**config.mk**
```make
export PLATFORM = sky130hd
export DESIGN_NAME = frame_max_tracker
export DESIGN_NICKNAME = d
export VERILOG_FILES = /design/src/rtl/frame_max_tracker.sv
export SDC_FILE = /design/constraint.sdc
export NUM_CORES = 1
export LEC_CHECK = 0
export ABC_AREA = 0
export BUFFER_PORTS_ARGS = -buffer_cell sky130_fd_sc_hd__buf_2
export CORE_UTILIZATION = 36
export CTS_BUF_LIST = sky130_fd_sc_hd__clkbuf_8 sky130_fd_sc_hd__clkbuf_16
export DETAILED_ROUTE_END_ITERATION = 16
export GPL_TIMING_DRIVEN = 0
export PLACE_DENSITY = 0.69
export SYNTH_ARGS = -nofsm -noshare
export SYNTH_HDL_FRONTEND = slang
export SYNTH_SLANG_ARGS = --single-unit
export TNS_END_PERCENT = 50
```
**constraint.sdc**
```tcl
create_clock -name clk -period 2.9 [get_ports clk]
set_input_delay 0.145 -clock clk [delete_from_list [all_inputs] [get_ports clk]]
set_output_delay 0.145 -clock clk [all_outputs]
set_load 0.05 [all_outputs]
```
**src/rtl/frame_max_tracker.sv**
```systemverilog
// Per-frame maximum tracker that sits downstream of an external greater-than comparator.
// It reports the frame maximum and the index of its first occurrence on a valid/ready port.
module frame_max_tracker #(
    parameter int unsigned WIDTH     = 8,
    parameter int unsigned FRAME_LEN = 8,
    parameter int unsigned IDX_W     = 3
) (
    input  logic             clk,
    input  logic             rst_n,
    input  logic             in_valid,
    output logic             in_ready,
    input  logic [WIDTH-1:0] in_data,
    output logic [WIDTH-1:0] cmp_a,
    output logic [WIDTH-1:0] cmp_b,
    input  logic [WIDTH-1:0] gt_mask,
    output logic             out_valid,
    input  logic             out_ready,
    output logic [WIDTH-1:0] out_max,
    output logic [IDX_W-1:0] out_idx,
    output logic             mask_err
);

    // state   | meaning
    // S_FIRST | waiting for sample 0 of a frame; loads max unconditionally
    // S_ACC   | accumulating samples 1..FRAME_LEN-1
    // S_OUT   | result presented; input stalled until the result is taken
    typedef enum logic [1:0] {
        S_FIRST = 2'd0,
        S_ACC   = 2'd1,
        S_OUT   = 2'd2
    } state_t;

    localparam int unsigned    LAST_I   = FRAME_LEN - 1;
    localparam logic [IDX_W:0] CNT_LAST = LAST_I[IDX_W:0];
    localparam logic [IDX_W:0] CNT_ONE  = {{IDX_W{1'b0}}, 1'b1};

    state_t             state_q, state_d;
    logic [WIDTH-1:0]   max_q, max_d;
    logic [IDX_W-1:0]   idx_q, idx_d;
    logic [IDX_W:0]     cnt_q, cnt_d;
    logic               err_q, err_d;
    logic               en_q;

    logic               accept;
    logic               take;
    logic               gt;
    logic               mask_uniform;

    assign gt           = gt_mask[WIDTH-1];
    assign mask_uniform = (gt_mask == '0) || (gt_mask == '1);
    assign accept       = in_valid && in_ready;
    assign take         = out_valid && out_ready;

    // en_q keeps in_ready low during reset and for the cycle in which reset releases.
    always_ff @(posedge clk or negedge rst_n) begin
        if (!rst_n) begin
            state_q <= S_FIRST;
            max_q   <= '0;
            idx_q   <= '0;
            cnt_q   <= '0;
            err_q   <= 1'b0;
            en_q    <= 1'b0;
        end else begin
            state_q <= state_d;
            max_q   <= max_d;
            idx_q   <= idx_d;
            cnt_q   <= cnt_d;
            err_q   <= err_d;
            en_q    <= 1'b1;
        end
    end

    always_comb begin
        state_d = state_q;
        case (state_q)
            S_FIRST: begin
                if (accept) begin
                    state_d = (FRAME_LEN == 1) ? S_OUT : S_ACC;
                end
            end
            S_ACC: begin
                if (accept && (cnt_q == CNT_LAST)) begin
                    state_d = S_OUT;
                end
            end
            S_OUT: begin
                if (take) begin
                    state_d = S_FIRST;
                end
            end
            default: state_d = S_FIRST;
        endcase
    end

    always_comb begin
        max_d = max_q;
        idx_d = idx_q;
        cnt_d = cnt_q;
        err_d = err_q;
        case (state_q)
            S_FIRST: begin
                if (accept) begin
                    max_d = in_data;
                    idx_d = '0;
                    cnt_d = CNT_ONE;
                end
            end
            S_ACC: begin
                if (accept) begin
                    // Strict compare: a tie leaves the earlier index in place.
                    if (gt) begin
                        max_d = in_data;
                        idx_d = cnt_q[IDX_W-1:0];
                    end
                    cnt_d = cnt_q + CNT_ONE;
                    if (!mask_uniform) begin
                        err_d = 1'b1;
                    end
                end
            end
            S_OUT: begin
                if (take) begin
                    cnt_d = '0;
                end
            end
            default: begin
                cnt_d = '0;
            end
        endcase
    end

    always_comb begin
        in_ready  = 1'b0;
        out_valid = 1'b0;
        case (state_q)
            S_FIRST: in_ready  = en_q;
            S_ACC:   in_ready  = en_q;
            S_OUT:   out_valid = 1'b1;
            default: begin
                in_ready  = 1'b0;
                out_valid = 1'b0;
            end
        endcase
    end

    assign cmp_a    = in_data;
    assign cmp_b    = max_q;
    assign out_max  = max_q;
    assign out_idx  = idx_q;
    assign mask_err = err_q;

endmodule

```
==> metrics, run 1 <==
run status completed; number of buffers on the longest clock path 2; core area around 0.0028 sq mm; top cell type by total area after synthesis sky130_fd_sc_hd__dfrtp_1; reg-to-reg startpoint state_q[0]; Hold Startpoint in_data[3]; count of clock tree sinks 19; number of port buffers 49; hold crit path type in -> reg; number of routed nets with antenna violations 0; crit path max-delay cell type sky130_fd_sc_hd__dfrtp_1; area occupied by multi-input gates between 400 and 500 sq um; Final Max Tran Viols 0; layout filler cell count approximately 260; part of the cycle the worst path needs 0.5001; register clock-pin slew on the reported worst setup and hold paths 0.07 ns; number of CTS-inserted buffers 3; list of cells traversed by the critical path buf_6 > nor2b_4 > nor3_4 > buf_6 > mux2_4; Diodes inserted 0; largest family of logic cells by synthesized area simple AND/OR/NAND/NOR gates; achievable clock frequency just under 0.7 GHz; count leader, synth sky130_fd_sc_hd__dfrtp_1; crit path max fanout 10; post-detailed-route DRC marker count 0; EDFF count, synth 0; Most used DFF post-synth sky130_fd_sc_hd__dfrtp_1; total power of the final layout roughly 1.0 mW; CTS tree yes; Most Frequent Cell on Critical Path sky130_fd_sc_hd__buf_6; Post-CTS Hold Buffers 1; xor/xnor cell area share of the yosys netlist 0; sequential power share 0.353; leakage dissipation 0.7199 nW; internal portion of total power ~0.57 mW; remaining global-route overflow 0; warnings from Yosys 0; die outline area around 0.0032 sq mm; r2r worst-path depth 5; antenna violations before repair 0; WS Path Type reg -> reg; vias in the first global route approximately 770; maximum number of pins on one net before global-route repair 20; chip width roughly 56 um; number of levels in the clock H-tree 1; setup TNS 0 ns; total wire length between 1.5 and 2 mm; share of post-route cells with drive strength above 1 0.5608; Hold Violations, Final 0; Vert. Die Dim 56.19 um; post-synthesis to final-layout area growth 32.07%; worst vdd rail ir drop between 0.4 and 0.5 mV; global-route wire length before repair approximately 3.4 mm; Final Util 0.5064; cell area after synthesis between 0.001 and 0.0015 sq mm; element type at the critical path end flip-flop; Simple-Gate Fraction of Synth Area 0.1609; Maximum Capacitance Violations 0; adder-cell share of the synthesized area 0.01183; pwr/cell area ~740 mW/mm^2; Placement Rows 19; mux cell area share after synthesis 0.1385; register bit total from synthesis 19; Synth Net Count 115; insertion delay of the later-clocked pin in the worst-skew pair approximately 0.25 ns; sequential fraction of the synthesis area 0.4497; startpoint class of the critical path flip-flop; final-layout worst hold slack about 0.14 ns; post-cts gate resize count 0; clock group share of total power 0.168; starting density of the core 0.3834; violation count after the first detailed-route iteration 27; area share of the largest cell type after synthesis 0.4497; share of the synthesized area in compound gates (AO/OA/AOI/OAI) 0.08166; post-DP HPWL ~1.5 mm; average vias per placed instance approximately 4.7; Overall Global Routing Usage 0.1356; buffers inserted by post-CTS timing repair 0; I/O pin cnt 50; clock skew around 0.0012 ns; mean instance size in the synthesized netlist between 10 and 15 sq um; routability-driven placement congestion ratio about 0.86; final setup violation count 0; NumNets Final 170; top cells by count, synth sky130_fd_sc_hd__dfrtp_1 (19), sky130_fd_sc_hd__buf_4 (16), sky130_fd_sc_hd__mux2_4 (7); Hold Path Cell Cnt 2; CTS root buf sky130_fd_sc_hd__clkbuf_8; unrepaired setup endpoints after global routing no; Post-Syn Instances 94; GR Util met3 0.02558; FFs w/ async S/R, synth 1.000; Crit path largest cell delay roughly 0.37 ns; part of the power in combinational logic 0.479; CP arrival between 1.5 and 2 ns; final period demand of the worst path 1.450 ns; vias after detailed routing 842; total iterations of the first detailed-routing run 4; share of total power consumed by net switching 0.4462; synth unique cells 36; global routing's busiest layer met2; grt met1 use 0.1689; required time at the worst-slack endpoint between 3 and 4 ns; origin of the worst setup path state_q[0]; register area about 480 sq um; largest cells by area after synthesis sky130_fd_sc_hd__dfrtp_1 (45%), sky130_fd_sc_hd__buf_4 (11%), sky130_fd_sc_hd__mux2_4 (9.9%), sky130_fd_sc_hd__mux2i_1 (2.8%), sky130_fd_sc_hd__buf_6 (2.1%); average wire length per cell after detail routing between 10 and 15 um; global-route track usage on met2 0.2211; power spent charging and discharging nets about 0.46 mW
-- area by class of cell --
cell class	instances	area share
Buffer	19	0.1057
Clock buffer	3	0.02957
Clock inverter	1	0.002688
Inverter	4	0.01075
Multi-Input combinational cell	52	0.3002
Sequential cell	19	0.3405
Tap cell	31	0.02778
Timing Repair Buffer	50	0.1828
-- metrics by stage --
stage / cells / area, sq um / setup slack, ns
detailed placement: 174 / 1341 / 1.445
finish: 179 / 1396 / 1.450
global route: 179 / 1396 / 1.366
global placement: 174 / 1341 / 1.461
floorplan: 94 / 1057 / 1.499
CTS: 179 / 1396 / 1.434
-- power groups by stage --
stage | combinational (mW) | clock [mW] | sequential (mW)
after floorplan | 0.244 | 0 | 0.510
after global placement | 0.490 | 0 | 0.367
after detailed placement | 0.496 | 0 | 0.369
after CTS | 0.499 | 0.183 | 0.364
after global routing | 0.522 | 0.197 | 0.374
final | 0.495 | 0.174 | 0.365
-- critical path: cells and delay by family (launching register included) --
kind          cells  cell delay (ns)
flops             1             0.37
buf+inv           2             0.33
mux               1             0.32
simple gates      2             0.31
-- metal layers --
layer | part of all wire | vias to the layer above
li1 | - | 418
met1 | 0.47 | 379
met2 | 0.43 | 41
met3 | 0.081 | 4
met4 | 0.023 | 0
met5 | 0 | -
-- registers in the layout, indices dropped and copies added, names as in the netlist --
register / count
cnt_q: 4
out_idx: 3
en_q: 1
mask_err: 1
cmp_b: 8
state_q: 2
-- logic make-up (layout without fill, tap and decap cells) --
group	count (synthesis)	count (layout)
simple gates	27	27
buf+inv	23	77
flops	19	19
compound gates	12	12
mux	11	11
fa+ha+maj	1	1
other cells	1	1
-- cells in the final DEF (no fill, tap or decap), drive strengths merged, types with 2 or more instances in the layout --
cell / count
nor2b: 3
dfrtp: 19
buf: 68
mux2: 8
inv: 5
clkbuf: 3
nor2: 2
nor3: 2
nor4: 2
nand2: 6
a21o: 2
nand4: 2
nand3: 2
mux2i: 3
o21ai: 4
-- worst paths after layout --
path,slack (ns),to
worst min-delay path,0.14,cmp_b[3]
max in group asynchronous,2.25,cmp_b[0]
worst min register to register,0.48,mask_err
worst max register to register,1.45,cmp_b[1]
min in group asynchronous,0.36,cmp_b[7]
worst max-delay path,1.45,cmp_b[1]
No activity file was read; power rests on OpenSTA's default activity.
==> inputs of run 2 (changes only) <==
--- a/config.mk
+++ b/config.mk
@@ -11,7 +11,7 @@
 export CTS_BUF_LIST = sky130_fd_sc_hd__clkbuf_8 sky130_fd_sc_hd__clkbuf_16
 export DETAILED_ROUTE_END_ITERATION = 16
 export GPL_TIMING_DRIVEN = 0
-export PLACE_DENSITY = 0.69
+export PLACE_DENSITY = 0.71
 export SYNTH_ARGS = -nofsm -noshare
 export SYNTH_HDL_FRONTEND = slang
 export SYNTH_SLANG_ARGS = --single-unit
==> constraint.sdc (replaced) <==
create_clock -name clk -period 1.3 [get_ports clk]
set_input_delay 0.065 -clock clk [delete_from_list [all_inputs] [get_ports clk]]
set_output_delay 0.065 -clock clk [all_outputs]
set_load 0.05 [all_outputs]
==> metrics, run 2 (same netlist as run 1, synthesis figures left out) <==
run status finished with violations (was completed); failing checks setup timing; Vert. Die Dim 56.19 um (unchanged); Most Frequent Cell on Critical Path sky130_fd_sc_hd__buf_6 (unchanged); Placement Rows 19 (unchanged); list of cells traversed by the critical path buf_6 > nor2b_4 > nor3_4 > buf_6 > mux2_4 (unchanged); number of flip-flops under the largest register name 8 (unchanged); hold crit path type in -> reg (unchanged); pwr/cell area 1622 mW/mm^2 (was 740.2 mW/mm^2); antenna violations before repair 0 (unchanged); final setup violation count 10 (was 0); CP arrival 1.53 ns (was 1.59 ns); Register-to-Register Setup Slack -0.1 ns (was 1.45 ns); average vias per placed instance 4.791 (was 4.704); total power of the final layout 2.317 mW (was 1.034 mW); starting density of the core 0.3834 (unchanged); most used cells in the layout excluding fill and tap cells sky130_fd_sc_hd__buf_2 (47), sky130_fd_sc_hd__buf_4 (21), sky130_fd_sc_hd__dfrtp_1 (19) (was sky130_fd_sc_hd__buf_2 (50), sky130_fd_sc_hd__dfrtp_1 (19), sky130_fd_sc_hd__buf_4 (16)); CTS tree yes (unchanged); post-route setup slack -0.09998 ns (was 1.450 ns); endpoint of the most critical register-to-register path cmp_b[2] (was cmp_b[1]); required time at the worst-slack endpoint 1.43 ns (was 3.04 ns); layout filler cell count 246 (was 255); die outline area 0.003157 sq mm (unchanged); share of post-route cells with drive strength above 1 0.5762 (was 0.5608); r2r worst-path depth 5 (unchanged); crit path max-delay cell type sky130_fd_sc_hd__dfrtp_1 (unchanged); CTS root buf sky130_fd_sc_hd__clkbuf_8 (unchanged); delay-heaviest family, CP flip-flops (unchanged); post-detailed-route DRC marker count 0 (unchanged); number of CTS-inserted buffers 3 (unchanged); achievable clock frequency 0.7143 GHz (was 0.6895 GHz); insertion delay of the later-clocked pin in the worst-skew pair 0.25 ns (about the same); crit path max fanout 10 (unchanged); vias after detailed routing 872 (was 842); number of buffer and inverter instances along the worst setup path 2 (unchanged); remaining global-route overflow 0 (unchanged); Final Max Tran Viols 0 (unchanged); number of buffers on the longest clock path 2 (unchanged); average wire length per cell after detail routing 11.19 um (was 10.77 um); timing endpoint of the critical path cmp_b[2] (was cmp_b[1]); final design area excluding fillers 0.001429 sq mm (was 0.001396 sq mm); Maximum Capacitance Violations 0 (unchanged); origin of the worst setup path state_q[0] (unchanged); number of routed nets with antenna violations 0 (unchanged); core area 0.002758 sq mm (unchanged); routability-driven placement congestion ratio 0.7562 (was 0.8602); element type at the critical path end flip-flop (unchanged); reg-to-reg startpoint state_q[0] (unchanged); worst vdd rail ir drop 1.186 mV (was 0.4386 mV); post-DP HPWL 1.548 mm (was 1.483 mm); unrepaired setup endpoints after global routing yes (was no); post-synthesis to final-layout area growth 35.15% (was 32.07%); total iterations of the first detailed-routing run 4 (unchanged); Diodes inserted 0 (unchanged); part of the cycle the worst path needs 1.077 (was 0.5001); stages on the worst setup path 5 (unchanged); I/O pin cnt 50 (unchanged); chip width 56.19 um (unchanged); Overall Global Routing Usage 0.1381 (was 0.1356); leakage dissipation 0.7364 nW (was 0.7199 nW); area of placed instances 0.001344 sq mm (was 0.001341 sq mm); final period demand of the worst path 1.400 ns (was 1.450 ns); Hold Violations, Final 0 (unchanged); number of port buffers 49 (unchanged); Crit path largest cell delay 0.37 ns (about the same); startpoint class of the critical path flip-flop (unchanged); global-route wire length before repair 3.436 mm (was 3.360 mm); NumNets Final 173 (was 170); final-layout worst hold slack 0.05963 ns (was 0.1366 ns); register clock-pin slew on the reported worst setup and hold paths 0.07 ns (about the same); maximum number of pins on one net before global-route repair 20 (unchanged); most frequent standard cell in the layout excluding fill and tap cells sky130_fd_sc_hd__buf_2 (unchanged); WS Path Type reg -> reg (unchanged); number of levels in the clock H-tree 1 (unchanged); total wire length 2.037 mm (was 1.928 mm); Setup WS pre-CTS -0.1113 ns (was 1.445 ns); Final Util 0.5181 (was 0.5064); violation count after the first detailed-route iteration 23 (was 27); count of clock tree sinks 19 (unchanged); clock skew 0.005416 ns (was 0.001210 ns); vias in the first global route 782 (was 768)
## run 2: cell count changes in the layout (fill, tap and decap cells not counted)
cell | before | now
sky130_fd_sc_hd__buf_2 | 50 | 47
sky130_fd_sc_hd__buf_4 | 16 | 21
sky130_fd_sc_hd__clkbuf_4 | 0 | 1
sky130_fd_sc_hd__nand2_1 | 6 | 5
sky130_fd_sc_hd__nand2_2 | 0 | 1
sky130_fd_sc_hd__o21ai_0 | 3 | 2
sky130_fd_sc_hd__o21ai_1 | 0 | 1
## run 2: worst register-to-register path, cell delays in order, from the launching register on
cell	delay, ns
sky130_fd_sc_hd__dfrtp_1	0.37
sky130_fd_sc_hd__buf_6	0.14
sky130_fd_sc_hd__nor2b_4	0.13
sky130_fd_sc_hd__nor3_4	0.13
sky130_fd_sc_hd__buf_6	0.19
sky130_fd_sc_hd__mux2_4	0.32
## run 2: routing by layer
| layer | vias up | global-route usage | wire length [um] |
|---|---|---|---|
| li1 | 427 | - | - |
| met1 | 400 | 0.1677 | 848 |
| met2 | 43 | 0.2330 | 1005 |
| met3 | 2 | 0.04419 | 175 |
| met4 | 0 | 0.04181 | 7 |
| met5 | - | 0 | 0 |
## run 2: what timing repair did
item	in CTS	in global routing
setup endpoints to repair	7	16
hold endpoints to repair	19	0
gates resized for setup	0	5
buffers inserted	2	1
hold buffers	1	0
pin swaps	0	1
gates cloned	0	0
## run 2: per-stage QoR
| step | setup TNS (ns) | cells |
|---|---|---|
| detailed placement | -0.7069 | 174 |
| global placement | -0.6359 | 174 |
| CTS | -0.7817 | 181 |
| global route | -1.425 | 182 |
| finish | -0.7107 | 182 |
| floorplan | -0.2325 | 94 |
## run 2: power by group
group | total [mW] | internal (mW) | switching [mW] | leakage, nW
clock | 0.391 | 0.209 | 0.182 | 0.0269
combinational | 1.11 | 0.353 | 0.758 | 0.489
sequential | 0.816 | 0.721 | 0.0950 | 0.220
## run 2: final cells by class
cell class / instances / area (sq um) / area share
sequential: 19 / 475.5 / 0.3327
multi-input combinational: 52 / 421.7 / 0.2951
timing repair buffer: 53 / 282.8 / 0.1979
buffer: 19 / 150.1 / 0.1051
clock buffer: 3 / 41.29 / 0.02890
tap: 31 / 38.79 / 0.02715
inverter: 4 / 15.01 / 0.01051
clock inverter: 1 / 3.754 / 0.002627
## run 2: worst min-delay path by stage
| stage | endpoint | cells past startpoint | slack, ns | start |
|---|---|---|---|---|
| detailed placement | cmp_b[4] | 1 | 0.03 | rst_n |
| CTS | cmp_b[1] | 2 | 0.06 | in_data[1] |
| floorplan | cmp_b[0] | 0 | -0.23 | rst_n |
| global placement | cmp_b[4] | 1 | 0.03 | rst_n |
| finish | cmp_b[3] | 2 | 0.06 | in_data[3] |
| global route | cmp_b[3] | 2 | 0.05 | in_data[3] |
